===== src/rtl/control_sequencer.sv =====
// Microcode sequencer for the 8-bit bus CPU: a T-state counter plus opcode/flag decode
// producing one active-high control word per clock, with sticky HLT.
module control_sequencer #(
  parameter int unsigned MAX_STEPS = 5,
  parameter bit          EARLY_END = 1'b1
) (
  input  logic       clk_i,
  input  logic       rst_i,
  input  logic [3:0] opcode_i,
  input  logic       carry_flag_i,
  input  logic       zero_flag_i,
  output logic [2:0] step_o,
  output logic       halted_o,
  output logic       mar_in_o,
  output logic       ram_in_o,
  output logic       ram_out_o,
  output logic       ir_out_o,
  output logic       ir_in_o,
  output logic       a_in_o,
  output logic       a_out_o,
  output logic       alu_out_o,
  output logic       alu_sub_o,
  output logic       b_in_o,
  output logic       out_in_o,
  output logic       flags_in_o,
  output logic       pc_inc_o,
  output logic       pc_out_o,
  output logic       pc_jump_o
);

  localparam logic [2:0] StT0 = 3'd0;
  localparam logic [2:0] StT1 = 3'd1;
  localparam logic [2:0] StT2 = 3'd2;
  localparam logic [2:0] StT3 = 3'd3;
  localparam logic [2:0] StT4 = 3'd4;
  localparam logic [2:0] LastStep = 3'(MAX_STEPS - 1);

  localparam int BitMarIn   = 14;
  localparam int BitRamIn   = 13;
  localparam int BitRamOut  = 12;
  localparam int BitIrOut   = 11;
  localparam int BitIrIn    = 10;
  localparam int BitAIn     = 9;
  localparam int BitAOut    = 8;
  localparam int BitAluOut  = 7;
  localparam int BitAluSub  = 6;
  localparam int BitBIn     = 5;
  localparam int BitOutIn   = 4;
  localparam int BitFlagsIn = 3;
  localparam int BitPcInc   = 2;
  localparam int BitPcOut   = 1;
  localparam int BitPcJump  = 0;

  logic [2:0]  step_q, step_d;
  logic        halted_q, halted_d;
  logic [14:0] word_raw, word;
  logic        halt_set;

  always_comb begin
    word_raw = '0;
    case (step_q)
      StT0: begin
        word_raw[BitPcOut] = 1'b1;
        word_raw[BitMarIn] = 1'b1;
      end
      StT1: begin
        word_raw[BitRamOut] = 1'b1;
        word_raw[BitIrIn]   = 1'b1;
        word_raw[BitPcInc]  = 1'b1;
      end
      default: begin
        case (opcode_i)
          4'h1, 4'h2, 4'h3, 4'h4: begin
            if (step_q == StT2) begin
              word_raw[BitIrOut] = 1'b1;
              word_raw[BitMarIn] = 1'b1;
            end else if (step_q == StT3) begin
              word_raw[BitRamOut] = (opcode_i != 4'h4);
              word_raw[BitAIn]    = (opcode_i == 4'h1);
              word_raw[BitBIn]    = (opcode_i == 4'h2) || (opcode_i == 4'h3);
              word_raw[BitAOut]   = (opcode_i == 4'h4);
              word_raw[BitRamIn]  = (opcode_i == 4'h4);
            end else if (step_q == StT4 && (opcode_i == 4'h2 || opcode_i == 4'h3)) begin
              word_raw[BitAluOut]  = 1'b1;
              word_raw[BitAIn]     = 1'b1;
              word_raw[BitFlagsIn] = 1'b1;
              word_raw[BitAluSub]  = (opcode_i == 4'h3);
            end
          end
          4'h5: if (step_q == StT2) begin
            word_raw[BitIrOut] = 1'b1;
            word_raw[BitAIn]   = 1'b1;
          end
          // Conditional jumps only look at the flags in T2.
          4'h6, 4'h7, 4'h8: begin
            if (step_q == StT2 && (opcode_i == 4'h6 || (opcode_i == 4'h7 && carry_flag_i) ||
                                   (opcode_i == 4'h8 && zero_flag_i))) begin
              word_raw[BitIrOut]  = 1'b1;
              word_raw[BitPcJump] = 1'b1;
            end
          end
          4'hE: if (step_q == StT2) begin
            word_raw[BitAOut]  = 1'b1;
            word_raw[BitOutIn] = 1'b1;
          end
          default: ;
        endcase
      end
    endcase
  end

  assign word     = (rst_i || halted_q) ? '0 : word_raw;
  assign halt_set = !halted_q && (step_q == StT2) && (opcode_i == 4'hF);

  always_comb begin
    halted_d = halted_q || halt_set;
    if (halted_q || halt_set) begin
      step_d = step_q;
    end else if (step_q == LastStep) begin
      step_d = StT0;
    end else if (EARLY_END && step_q >= StT2 && word_raw == '0) begin
      step_d = StT0;
    end else begin
      step_d = step_q + 3'd1;
    end
  end

  always_ff @(posedge clk_i or posedge rst_i) begin
    if (rst_i) begin
      step_q   <= StT0;
      halted_q <= 1'b0;
    end else begin
      step_q   <= step_d;
      halted_q <= halted_d;
    end
  end

  assign step_o     = step_q;
  assign halted_o   = halted_q;
  assign mar_in_o   = word[BitMarIn];
  assign ram_in_o   = word[BitRamIn];
  assign ram_out_o  = word[BitRamOut];
  assign ir_out_o   = word[BitIrOut];
  assign ir_in_o    = word[BitIrIn];
  assign a_in_o     = word[BitAIn];
  assign a_out_o    = word[BitAOut];
  assign alu_out_o  = word[BitAluOut];
  assign alu_sub_o  = word[BitAluSub];
  assign b_in_o     = word[BitBIn];
  assign out_in_o   = word[BitOutIn];
  assign flags_in_o = word[BitFlagsIn];
  assign pc_inc_o   = word[BitPcInc];
  assign pc_out_o   = word[BitPcOut];
  assign pc_jump_o  = word[BitPcJump];

endmodule


===== config.mk =====
export PLATFORM = sky130hd
export DESIGN_NAME = control_sequencer
export DESIGN_NICKNAME = d
export VERILOG_FILES = /design/src/rtl/control_sequencer.sv
export SDC_FILE = /design/constraint.sdc
export NUM_CORES = 1
export LEC_CHECK = 0
export BUFFER_PORTS_ARGS = -buffer_cell sky130_fd_sc_hd__buf_2
export CAP_MARGIN = 20
export CORE_AREA = 5 5 42 44
export DETAILED_ROUTE_END_ITERATION = 7
export DIE_AREA = 0 0 47 49
export GPL_ROUTABILITY_DRIVEN = 0
export PLACE_DENSITY = 0.8
export SETUP_SLACK_MARGIN = 0.15
export SKIP_CTS_REPAIR_TIMING = 1
export SLEW_MARGIN = 20
export SYNTH_ARGS = -nofsm -noshare
export SYNTH_HDL_FRONTEND = slang
export SYNTH_SLANG_ARGS = --single-unit
export TNS_END_PERCENT = 30

===== constraint.sdc =====
create_clock -name clk_i -period 2.7 [get_ports clk_i]
set_input_delay 0.135 -clock clk_i [delete_from_list [all_inputs] [get_ports clk_i]]
set_output_delay 0.135 -clock clk_i [all_outputs]
set_load 0.01 [all_outputs]

== Yosys cells after proc, flatten, opt, wreduce, memory -nomap -nowiden ==
Cells that the tools add are included.

* Output and inout bits: 19
* Bits of input ports: 8
* Flip-flop bits (word level): 4

* Add/sub/neg operators: 1
* Reductions and logical operators: 19
* Mux-type cells: 32
* Eq/ne operators: 15
* Magnitude comparators: 1

{| class="wikitable"
|+ Operators with widths
! kind !! count
|-
| $eq A4 B3 Y1 const B || 4
|-
| $mux W1 || 16
|-
| $logic_not A15 Y1 || 1
|-
| $mux W15 || 1
|-
| $eq A4 B4 Y1 const B || 3
|-
| $mux W3 || 4
|-
| $pmux W1 S2 || 5
|-
| $eq A4 B2 Y1 const B || 2
|-
| $mux W2 || 4
|-
| $logic_and A1 B1 Y1 || 7
|-
| $mux W7 || 1
|-
| $eq A3 B2 Y1 const B || 2
|-
| $logic_or A1 B1 Y1 || 5
|-
| $mux W5 || 1
|-
| $reduce_or A5 Y1 || 1
|-
| $eq A4 B1 Y1 const B || 1
|-
| $ne A4 B3 Y1 const B || 1
|-
| $reduce_or A4 Y1 || 1
|-
| $add A3 B1 Y3 const B || 1
|-
| $eq A3 B1 Y1 const B || 1
|-
| $eq A3 B3 Y1 const B || 1
|-
| $ge A3 B2 Y1 const B || 1
|-
| $logic_not A3 Y1 || 1
|-
| $reduce_or A3 Y1 || 1
|-
| other kinds (2) || 2
|}

== Longest topological paths before layout ==
Gate-level depths: netlist (run 1).

* Depth in word-level cells: 12
* Depth in mapped cells: 7
* Gate-level depth less buffers: 7

== Worst setup path before layout (run 1) ==
No wires, ideal clock.

* Path type: reg-to-output
* Start point: reg step_q[0] (netlist: step_o[0])
* End point: out alu_sub_o
* Path slack: 0.720 ns
* Data arrival time: 1.845 ns
* Required time: 2.565 ns
* Stages on the path, launching flop included: 6
* Path through: dfrtp_1 ha_1 ha_1 or4_4 nor2_1 and2_1

* Word-level cells in the longest chain between the ends: 8
* Elaborated cells on any way between the ends: 13
* Those cells by class: 4 x eq/ne; 6 x mux; 3 x reduce/logical

{| class="wikitable"
|+ RTL lines
! what !! RTL line !! text
|-
| start: declaration || 54 || <nowiki>logic [2:0] step_q, step_d;</nowiki>
|-
| start signal: assignment || 130 || <nowiki>step_q <= StT0;</nowiki>
|-
| start signal: assignment || 133 || <nowiki>step_q <= step_d;</nowiki>
|-
| $eq A3 B3 Y1 || 83 || <nowiki>end else if (step_q == StT4 && (opcode_i == 4'h2 || opcode_i == 4'h3)) begin</nowiki>
|-
| $logic_and A1 B1 Y1 || 83 ||
|-
| $mux W2 || 83 ||
|-
| $mux W2 || 77 || <nowiki>end else if (step_q == StT3) begin</nowiki>
|-
| $mux W5 || 74 || <nowiki>if (step_q == StT2) begin</nowiki>
|-
| $mux W3 || 72 || <nowiki>case (opcode_i)</nowiki>
|-
| $mux W7 * || 61 || <nowiki>case (step_q)</nowiki>
|-
| $mux W15 * || 112 || <nowiki>assign word = (rst_i || halted_q) ? '0 : word_raw;</nowiki>
|-
| end: declaration || 22 || <nowiki>output logic alu_sub_o,</nowiki>
|}

Mark *: on every way between the ends. The rest lies on a longest branch, timed or not.

== Final worst setup path (run 1) ==
* Start point: reg step_q[0] (netlist: step_o[0])
* End point: out ram_out_o

* Word-level cells in the longest chain between the ends: 6
* Elaborated cells on any way between the ends: 9
* Those cells by class: 3 x eq/ne; 5 x mux; 1 x reduce/logical

{| class="wikitable"
|+ RTL lines
! what !! RTL line !! text
|-
| $eq A3 B2 Y1 || 77 ||
|-
| $mux W2 || 77 ||
|-
| $mux W2 || 74 ||
|-
| $mux W3 || 72 ||
|-
| $pmux W1 S2 * || 61 ||
|-
| $mux W15 * || 112 ||
|-
| end: declaration || 16 || <nowiki>output logic ram_out_o,</nowiki>
|}

Marks and branches as above.

==> results of run 1 <==
stage by stage:
| stage | std cells | util, % | hold slack [ns] |
|---|---|---|---|
| floorplan | 90 | - | -0.0989 |
| global placement | 126 | 52.9 | 0.0385 |
| detailed placement | 126 | 52.9 | 0.0383 |
| CTS | 129 | 54.6 | -0.200 |
| global route | 130 | 55.3 | 0.374 |
| finish | 130 | 55.3 | 0.349 |
final cells by class:
class | instances | area [µm²] | area share, %
timing repair buffer | 27 | 140 | 18.1
multi-input combinational | 71 | 458 | 59.1
clock buffer | 3 | 22.5 | 2.91
inverter | 9 | 33.8 | 4.36
sequential | 4 | 100 | 12.9
tap | 16 | 20.0 | 2.58
placed cells by master (no fill, tap or decap), types with 4 or more instances in the layout:
master / instances
a21oi_1: 4
buf_2: 26
dfrtp_1: 4
ha_1: 5
inv_1: 9
nand2_1: 9
nor2_1: 11
power groups by stage:
stage                     Clock [mW]  Combinational, mW  Sequential [mW]
after floorplan                    0              0.250            0.134
after global placement             0              0.357            0.125
after detailed placement           0              0.366            0.129
after CTS                     0.0753              0.371            0.129
after global routing          0.0825              0.424            0.135
final                         0.0706              0.372            0.130
registers in the layout, summed over array words and instances (netlist names):
register	flops
step_o	3
halted_o	1
cell families (layout without fill, tap and decap cells):
family,count (synthesis),count (layout),share of synthesized area [%]
simple gates,46,46,40.4
compound gates,20,20,23.1
buf+inv,15,39,10.4
fa+ha+maj,5,5,10.0
flops,4,4,16.1
per-layer routing:
layer,wire (µm),vias up
met5,0,-
met4,0,0
met3,99,0
met2,896,26
met1,669,344
li1,-,368
worst reg2reg max path, cell delays in order (launching register included):
cell and delay, ns:
dfrtp_1 0.42, inv_1 0.14, ha_1 0.26, nand2_2 0.11
or4_4 0.51, o211a_1 0.17, o211ai_1 0.20
final timing paths:
| check | slack (ns) | from | cells after the start | to |
|---|---|---|---|---|
| setup / recovery | 0.46 | step_o[0] | 7 | ram_out_o |
| hold / removal | 0.35 | rst_i | 3 | step_o[1] |
| setup reg to reg | 0.80 | step_o[0] | 6 | step_o[2] |
| hold reg to reg | 0.62 | step_o[0] | 2 | step_o[0] |
| max in group asynchronous | 2.20 | rst_i | 3 | halted_o |
| min in group clk_i | 0.51 | carry_flag_i | 5 | step_o[0] |
==> results.json, run 1 <==
{
  "status": "complete, no violations",
  "fillers": 143,
  "pwr-share-seq_pct": 22.7,
  "critical_path.max_stage_delay_ns": 0.43,
  "p_int_mw": 0.284,
  "die_width_um": 47,
  "power_mw": 0.572,
  "antenna_found_initial": 0,
  "viasPerCell": 5.68,
  "end_kind": "primary output",
  "synth_edf_count": 0,
  "grt_max_degree": 15,
  "met1_usage_pct": 19.2,
  "io_pins": 27,
  "syn_area_um2": 623,
  "drt_iter0_drc": 21,
  "crit_slowest_cell": "or3_1",
  "crit_buf_inv": 2,
  "grt_pass1_vias": 660,
  "start_kind": "register",
  "portBuffers": 26,
  "rsz0062_at_grt": "false",
  "dpl_cell_area_um2": 742,
  "crit_fanout": 6,
  "cts_sinks": 4,
  "initial_core_util_pct": 44.5,
  "swShare_pct": 50.3,
  "fin_ws_ns": 0.465,
  "worstPathRequired_ns": 2.57,
  "grt-ovfl-total": 0,
  "p_sw_mw": 0.288,
  "synth_nets": 103,
  "clkSlewWorstSetupHoldPaths_ns": 0.04,
  "crit_family": "simple AND/OR/NAND/NOR gates",
  "syn_avg_cell_area_um2": 6.92,
  "worst_pin_slew_ns": 0.475,
  "synth_common_cells": "nor2_1 (11), inv_1 (9), nand2_1 (9)",
  "yosys_warnings": 0,
  "hold_viol": 0,
  "clockBufferDepth": 2,
  "synthTopCellsByArea": "dfrtp_1 (16%), ha_1 (10%), nor2_1 (6.6%)",
  "yosysSeqAreaShare_pct": 16.1,
  "peakVddDrop_v": 0.000521,
  "arrival_ns": 2.10,
  "finalInstanceArea_um2": 774,
  "maxSlewHeadroom_pct": 67.5,
  "ant_nets": 0,
  "synthCells": 90,
  "drv_slew": 0,
  "leakagePower_nw": 0.403,
  "dr.pass1.iters": 4,
  "ys_seq_elements": 4,
  "cp_cell_sequence": "inv_1 -> ha_1 -> nor2_1 -> o21ai_1 -> or3_1 -> o31ai_1 -> buf_2",
  "drc": 0,
  "root_buffer": "clkbuf_4",
  "netlist.area_leader.share_pct": 16.1,
  "pwr-share-clk_pct": 12.3,
  "async_flop_share_pct": 100,
  "path_class": "reg2out",
  "syn_to_final_growth_pct": 24.3,
  "grt_busiest_layer": "met2",
  "synthFlopType": "dfrtp_1",
  "grt_pass1_wl_mm": 2.75,
  "pre_cts_ws_ns": 0.703,
  "cts_buffers": 3,
  "min_period_over_period_pct": 82.8,
  "finalNetCount": 129,
  "rows": 14,
  "min_period_ns": 2.24,
  "vias": 738,
  "tritoncts": "done",
  "drt-total-wl_mm": 1.67,
  "core_area_um2": 1400,
  "powerDensity_nw_per_um2": 739,
  "dp_hpwl_mm": 1.33,
  "maxCapViolCount": 0,
  "die_h_um": 49,
  "fin_setup_tns_ns": 0,
  "wl_per_cell_um": 12.8,
  "setup_violations": 0,
  "global_route.usage.met3_pct": 2.21,
  "synth_cell_type_count": 35,
  "max_freq_mhz": 447,
  "clkLatencyLatePin_ns": 0.23,
  "drive_gt1_share_pct": 27.2,
  "yosysTopAreaCell": "dfrtp_1",
  "grt_use_met2_pct": 25.6,
  "die_area_um2": 2300,
  "clock_skew_ns": 0.00348,
  "comb_power_share_pct": 65.0,
  "n_antenna_cell": 0,
  "grt_use_total_pct": 15.5,
  "yosysMostFrequentCell": "nor2_1",
  "hp-class": "in2async",
  "h-tree-depth": 1
}
(Power assumes the default switching activity.)
==> inputs of run 2 (changes only) <==
Settings changed: CORE_AREA 5 5 42 44 to default, CORE_MARGIN from default to 5, CORE_UTILIZATION from default to 41, DIE_AREA 0 0 47 49 to default, PLACE_DENSITY 0.8 to 0.74.
Clock period 2.7 ns to 1.8 ns, I/O delays scaled along.
==> run 2 against run 1 <==
Against the previous run: the flow now finishes with violations (negative setup slack); first-iteration DRC count shrank 4.8%; critical endpoint is now alu_sub_o; core utilization grew 11 points; via count grew 8.4%; sequential power grew 67%; largest cell class unchanged; clock skew grew 0.0043 ns; hold slack lost 0.046 ns; register-to-register slack lost 0.78 ns; clock power grew 57%; count of clock-buffer cells in the layout is the same; combinational power grew 120%.
==> results.json, run 2 (synthesis gave the netlist of run 1 again) <==
{
  "ant_nets": 0,
  "finalInstanceArea_um2": 970,
  "cts_buffers": 3,
  "path_class": "reg2out",
  "root_buffer": "clkbuf_4",
  "worstPathRequired_ns": 1.71,
  "setup_violations": 10,
  "crit_slowest_cell": "or4_4",
  "grt_use_total_pct": 15.1,
  "die_width_um": 49.0,
  "grt_pass1_wl_mm": 2.93,
  "holdWs_ns": 0.304,
  "violations": "negative setup slack",
  "seqCellArea_um2": 104,
  "crit_path_end": "alu_sub_o",
  "worst_pin_slew_ns": 0.451,
  "reg2reg_from": "step_o[1]",
  "maxCapViolCount": 0,
  "grt_max_degree": 15,
  "worstReg2RegEnd": "step_o[0]",
  "viasPerCell": 5.76,
  "n_antenna_cell": 0,
  "wl_per_cell_um": 14.2,
  "startpoint": "step_o[1]",
  "fillers": 120,
  "drv_slew": 0,
  "clockBufferDepth": 2,
  "crit_fanout": 4,
  "vias": 800,
  "clkLatencyLatePin_ns": 0.24,
  "r2r_cells": 5,
  "drt-total-wl_mm": 1.98,
  "portBuffers": 26,
  "cts_sinks": 4,
  "min_period_ns": 2.01,
  "end_kind": "primary output",
  "leakagePower_nw": 0.454,
  "hp-class": "in2async",
  "arrival_ns": 1.92,
  "power_mw": 1.15,
  "dp_hpwl_mm": 1.40,
  "antenna_found_initial": 0,
  "largest_reg_flops": 3,
  "cp_cell_sequence": "ha_4 -> ha_4 -> or4_4 -> nor2_4 -> and2_4 -> buf_6",
  "die_area_um2": 2400,
  "io_pins": 27,
  "multi_input_area_um2": 573,
  "peakVddDrop_v": 0.000994,
  "rsz0062_at_grt": "true",
  "h-tree-depth": 1,
  "critical_path.max_stage_delay_ns": 0.52,
  "drive_gt1_share_pct": 49.6,
  "r2r_slack_ns": 0.02,
  "clkSlewWorstSetupHoldPaths_ns": 0.04,
  "syn_to_final_growth_pct": 55.6,
  "min_period_over_period_pct": 112,
  "drc": 0,
  "drt_iter0_drc": 20,
  "status": "finished with violations",
  "initial_core_util_pct": 42.3,
  "rows": 14,
  "finalNetCount": 138,
  "dpl_cell_area_um2": 810,
  "start_kind": "register",
  "dr.pass1.iters": 4,
  "core_area_um2": 1470,
  "grt_pass1_vias": 646,
  "layout_common_cells": "buf_2 (25), nand2_1 (9), buf_4 (9)",
  "final_util_pct": 65.9,
  "max_freq_mhz": 498,
  "grt-ovfl-total": 0,
  "hold_viol": 0,
  "tritoncts": "done",
  "maxSlewHeadroom_pct": 69.5,
  "critPathMostFrequentCell": "ha_4",
  "die_h_um": 49.0,
  "powerDensity_nw_per_um2": 1190,
  "final_common_cell": "buf_2",
  "fin_ws_ns": -0.210,
  "clock_skew_ns": 0.00779
}
-- run 2: changes by cell type in the layout (fill, tap and decap cells not counted), sizes merged --
| cell | delta |
|---|---|
| buf | +9 |
-- run 2: power breakdown --
part	total (mW)	leakage, nW	switching, mW	internal, mW
registers	0.217	0.0466	0.0806	0.137
clock network	0.111	0.0138	0.0369	0.0745
logic	0.825	0.394	0.431	0.394
-- run 2: worst min path at each step --
stage / start / slack (ns) / cells past startpoint / endpoint
after floorplan: rst_i / -0.14 / 1 / halted_o
after global placement: rst_i / -0.002 / 2 / step_o[2]
after detailed placement: rst_i / -0.002 / 2 / step_o[2]
after CTS: rst_i / -0.26 / 2 / step_o[2]
after global routing: rst_i / 0.32 / 3 / step_o[1]
final: rst_i / 0.30 / 3 / step_o[2]
-- run 2: worst max-delay path, delay by kind of cell (launching register included) --
kind | cells | cell delay [ns]
adders and majority gates | 2 | 0.34
buffers and inverters | 1 | 0.09
DFF | 1 | 0.45
and+or+nand+nor | 3 | 0.80
-- run 2: per-stage QoR --
step,cells,worst slack (ns),TNS [ns]
final,139,-0.210,-0.886
after global routing,139,-0.275,-1.61
after CTS,131,-0.200,-1.15
after detailed placement,128,0.0535,0
after global placement,128,0.0677,0
after floorplan,90,0.150,0
-- run 2: metal layers --
layer / track usage (%) / vias to the layer above / part of all wire, % / wire length (µm)
li1: - / 390 / - / -
met1: 18.1 / 374 / 41 / 820
met2: 23.7 / 30 / 51 / 1010
met3: 5.81 / 6 / 5.9 / 116
met4: 6.28 / 0 / 1.5 / 29
met5: 0 / - / 0 / 0
-- run 2: area by class of cell --
cell class	count	share of cell area, %
multi-input combinational	71	59.1
timing repair buffer	36	22.1
sequential	4	10.7
inverter	9	3.74
clock buffer	3	2.32
tap	16	2.06
==> inputs of run 3 (changes only) <==
Settings changed: ABC_AREA from default to 1.
==> run 3 against run 2 <==
Against the previous run: the run now ends clean; sequential power is 6% lower; first-iteration DRC count is 40% lower; cell count increased by 11%; register-to-register slack better by 0.11 ns; clock power increased by 5%; synthesized area grew 1.6%; largest cell class unchanged.
==> results.json, run 3 <==
{
  "comb_power_share_pct": 72.0,
  "maxCapViolCount": 0,
  "powerDensity_nw_per_um2": 1230,
  "core_area_um2": 1490,
  "syn_to_final_growth_pct": 47.2,
  "end_kind": "primary output",
  "synth_common_cells": "nor2_1 (25), nand2_1 (22), inv_1 (12)",
  "status": "complete, no violations",
  "dr.pass1.iters": 4,
  "die_h_um": 49.3,
  "vias": 748,
  "crit_slowest_cell": "dfrtp_2",
  "placedCellCount": 145,
  "wl_per_cell_um": 11.9,
  "hold_viol": 0,
  "netlist.area_leader.share_pct": 15.8,
  "path_class": "reg2out",
  "crit_fanout": 6,
  "fin_setup_tns_ns": 0,
  "drt-total-wl_mm": 1.84,
  "drc": 0,
  "cts_sinks": 4,
  "rsz0062_at_grt": "true",
  "viasPerCell": 4.86,
  "rows": 14,
  "yosysMostFrequentCell": "nor2_1",
  "synth_edf_count": 0,
  "synthTopCellsByArea": "dfrtp_1 (16%), nor2_1 (15%), nand2_1 (13%)",
  "arrival_ns": 1.64,
  "grt-ovfl-total": 0,
  "min_period_ns": 1.73,
  "initial_core_util_pct": 42.5,
  "die_area_um2": 2430,
  "clockBufferDepth": 2,
  "layout_common_cells": "buf_2 (26), nor2_1 (24), nand2_1 (22)",
  "worst_pin_slew_ns": 0.304,
  "clkSlewWorstSetupHoldPaths_ns": 0.04,
  "p_sw_mw": 0.600,
  "drive_gt1_share_pct": 51.4,
  "grt_pass1_vias": 617,
  "tritoncts": "done",
  "finalNetCount": 153,
  "antenna_found_initial": 0,
  "h-tree-depth": 1,
  "async_flop_share_pct": 100,
  "setup_violations": 0,
  "max_freq_mhz": 580,
  "cp_cell_sequence": "inv_4 -> ha_4 -> nand2_8 -> nor2_4 -> nand2_2 -> nand2_2 -> nor2_4 -> a21oi_2 -> buf_2",
  "clkLatencyLatePin_ns": 0.24,
  "clock_skew_ns": 0.00628,
  "pwr-share-clk_pct": 10.1,
  "root_buffer": "clkbuf_4",
  "ant_nets": 0,
  "yosys_warnings": 0,
  "io_pins": 27,
  "startpoint": "step_o[0]",
  "ys_seq_elements": 4,
  "cts_buffers": 3,
  "hp-class": "in2async",
  "p_int_mw": 0.543,
  "fillers": 139,
  "drt_iter0_drc": 12,
  "swShare_pct": 52.5,
  "grt_max_degree": 8,
  "critical_path.max_stage_delay_ns": 0.45,
  "syn_area_um2": 633,
  "peakVddDrop_v": 0.000717,
  "grt_pass1_wl_mm": 2.50,
  "n_antenna_cell": 0,
  "drv_slew": 0,
  "dp_hpwl_mm": 1.27,
  "maxSlewHeadroom_pct": 79.7,
  "reg2reg_from": "step_o[1]",
  "synth_cell_type_count": 19,
  "worstPathRequired_ns": 1.71,
  "min_period_over_period_pct": 95.8,
  "synthFlopType": "dfrtp_1",
  "leakagePower_nw": 0.485,
  "yosysTopAreaCell": "dfrtp_1",
  "die_width_um": 49.3,
  "synth_nets": 118,
  "synthCells": 105,
  "yosysSeqAreaShare_pct": 15.8,
  "portBuffers": 26,
  "grt_use_total_pct": 12.8,
  "stdcell_count": 154,
  "syn_avg_cell_area_um2": 6.03,
  "pwr-share-seq_pct": 17.9,
  "largest_reg_flops": 3,
  "start_kind": "register",
  "final_common_cell": "buf_2"
}
## run 3: critical path, delay by kind of cell, from the launching register on
| family | cells | cell delay, ns |
|---|---|---|
| flops | 1 | 0.45 |
| fa+ha+maj | 1 | 0.17 |
| compound gates | 1 | 0.12 |
| buf+inv | 2 | 0.24 |
| simple gates | 5 | 0.41 |
## run 3: worst paths after layout
kind,to,slack [ns],cells past startpoint
max reg2reg,step_o[1],0.13,10
max,ir_out_o,0.07,9
min,step_o[2],0.29,3
min in group clk_i,halted_o,0.37,5
max in group asynchronous,step_o[1],1.34,3
min reg2reg,halted_o,0.58,2
## run 3: logic make-up after synthesis
family / after synthesis / synth area share [%]
adder cells (fa/ha/maj): 5 / 9.88
flip-flops: 4 / 15.8
AND/OR/NAND/NOR: 70 / 54.2
AO/OA/AOI/OAI: 8 / 7.91
buffers and inverters: 18 / 12.3
## run 3: routing by layer
metal / up-vias / global-route usage (%) / wire length (µm)
li1: 384 / - / -
met4: 0 / 6.73 / 29
met2: 25 / 22.5 / 957
met3: 3 / 2.75 / 115
met1: 336 / 14.0 / 731
met5: - / 0 / 0
## run 3: final cells by class
cell class,instances,area (µm²),share of cell area [%]
clock buffers,3,22.5,2.42
inverters,16,65.1,6.98
multi-input cells,83,532,57.0
flip-flops and latches,4,103,11.0
well taps,16,20.0,2.15
repair buffers,32,190,20.4
## run 3: through the flow
stage	instance area, µm²	util (%)	worst slack [ns]	hold WS, ns	total power [mW]
global placement	768	51.6	0.245	-0.0137	0.792
finish	932	62.6	0.0749	0.288	1.14
global route	932	62.6	0.00761	0.322	1.26
detailed placement	768	51.6	0.203	-0.00364	0.800
CTS	791	53.1	-0.0385	-0.262	0.924
floorplan	633	-	0.294	-0.144	0.646
## run 3: power by group through the flow
stage / Combinational, mW / Sequential (mW) / Clock (mW)
6_report: 0.822 / 0.205 / 0.116
2_1_floorplan: 0.453 / 0.193 / 0
5_1_grt: 0.922 / 0.213 / 0.127
4_1_cts: 0.623 / 0.181 / 0.120
3_5_place_dp: 0.618 / 0.182 / 0
3_3_place_gp: 0.614 / 0.178 / 0
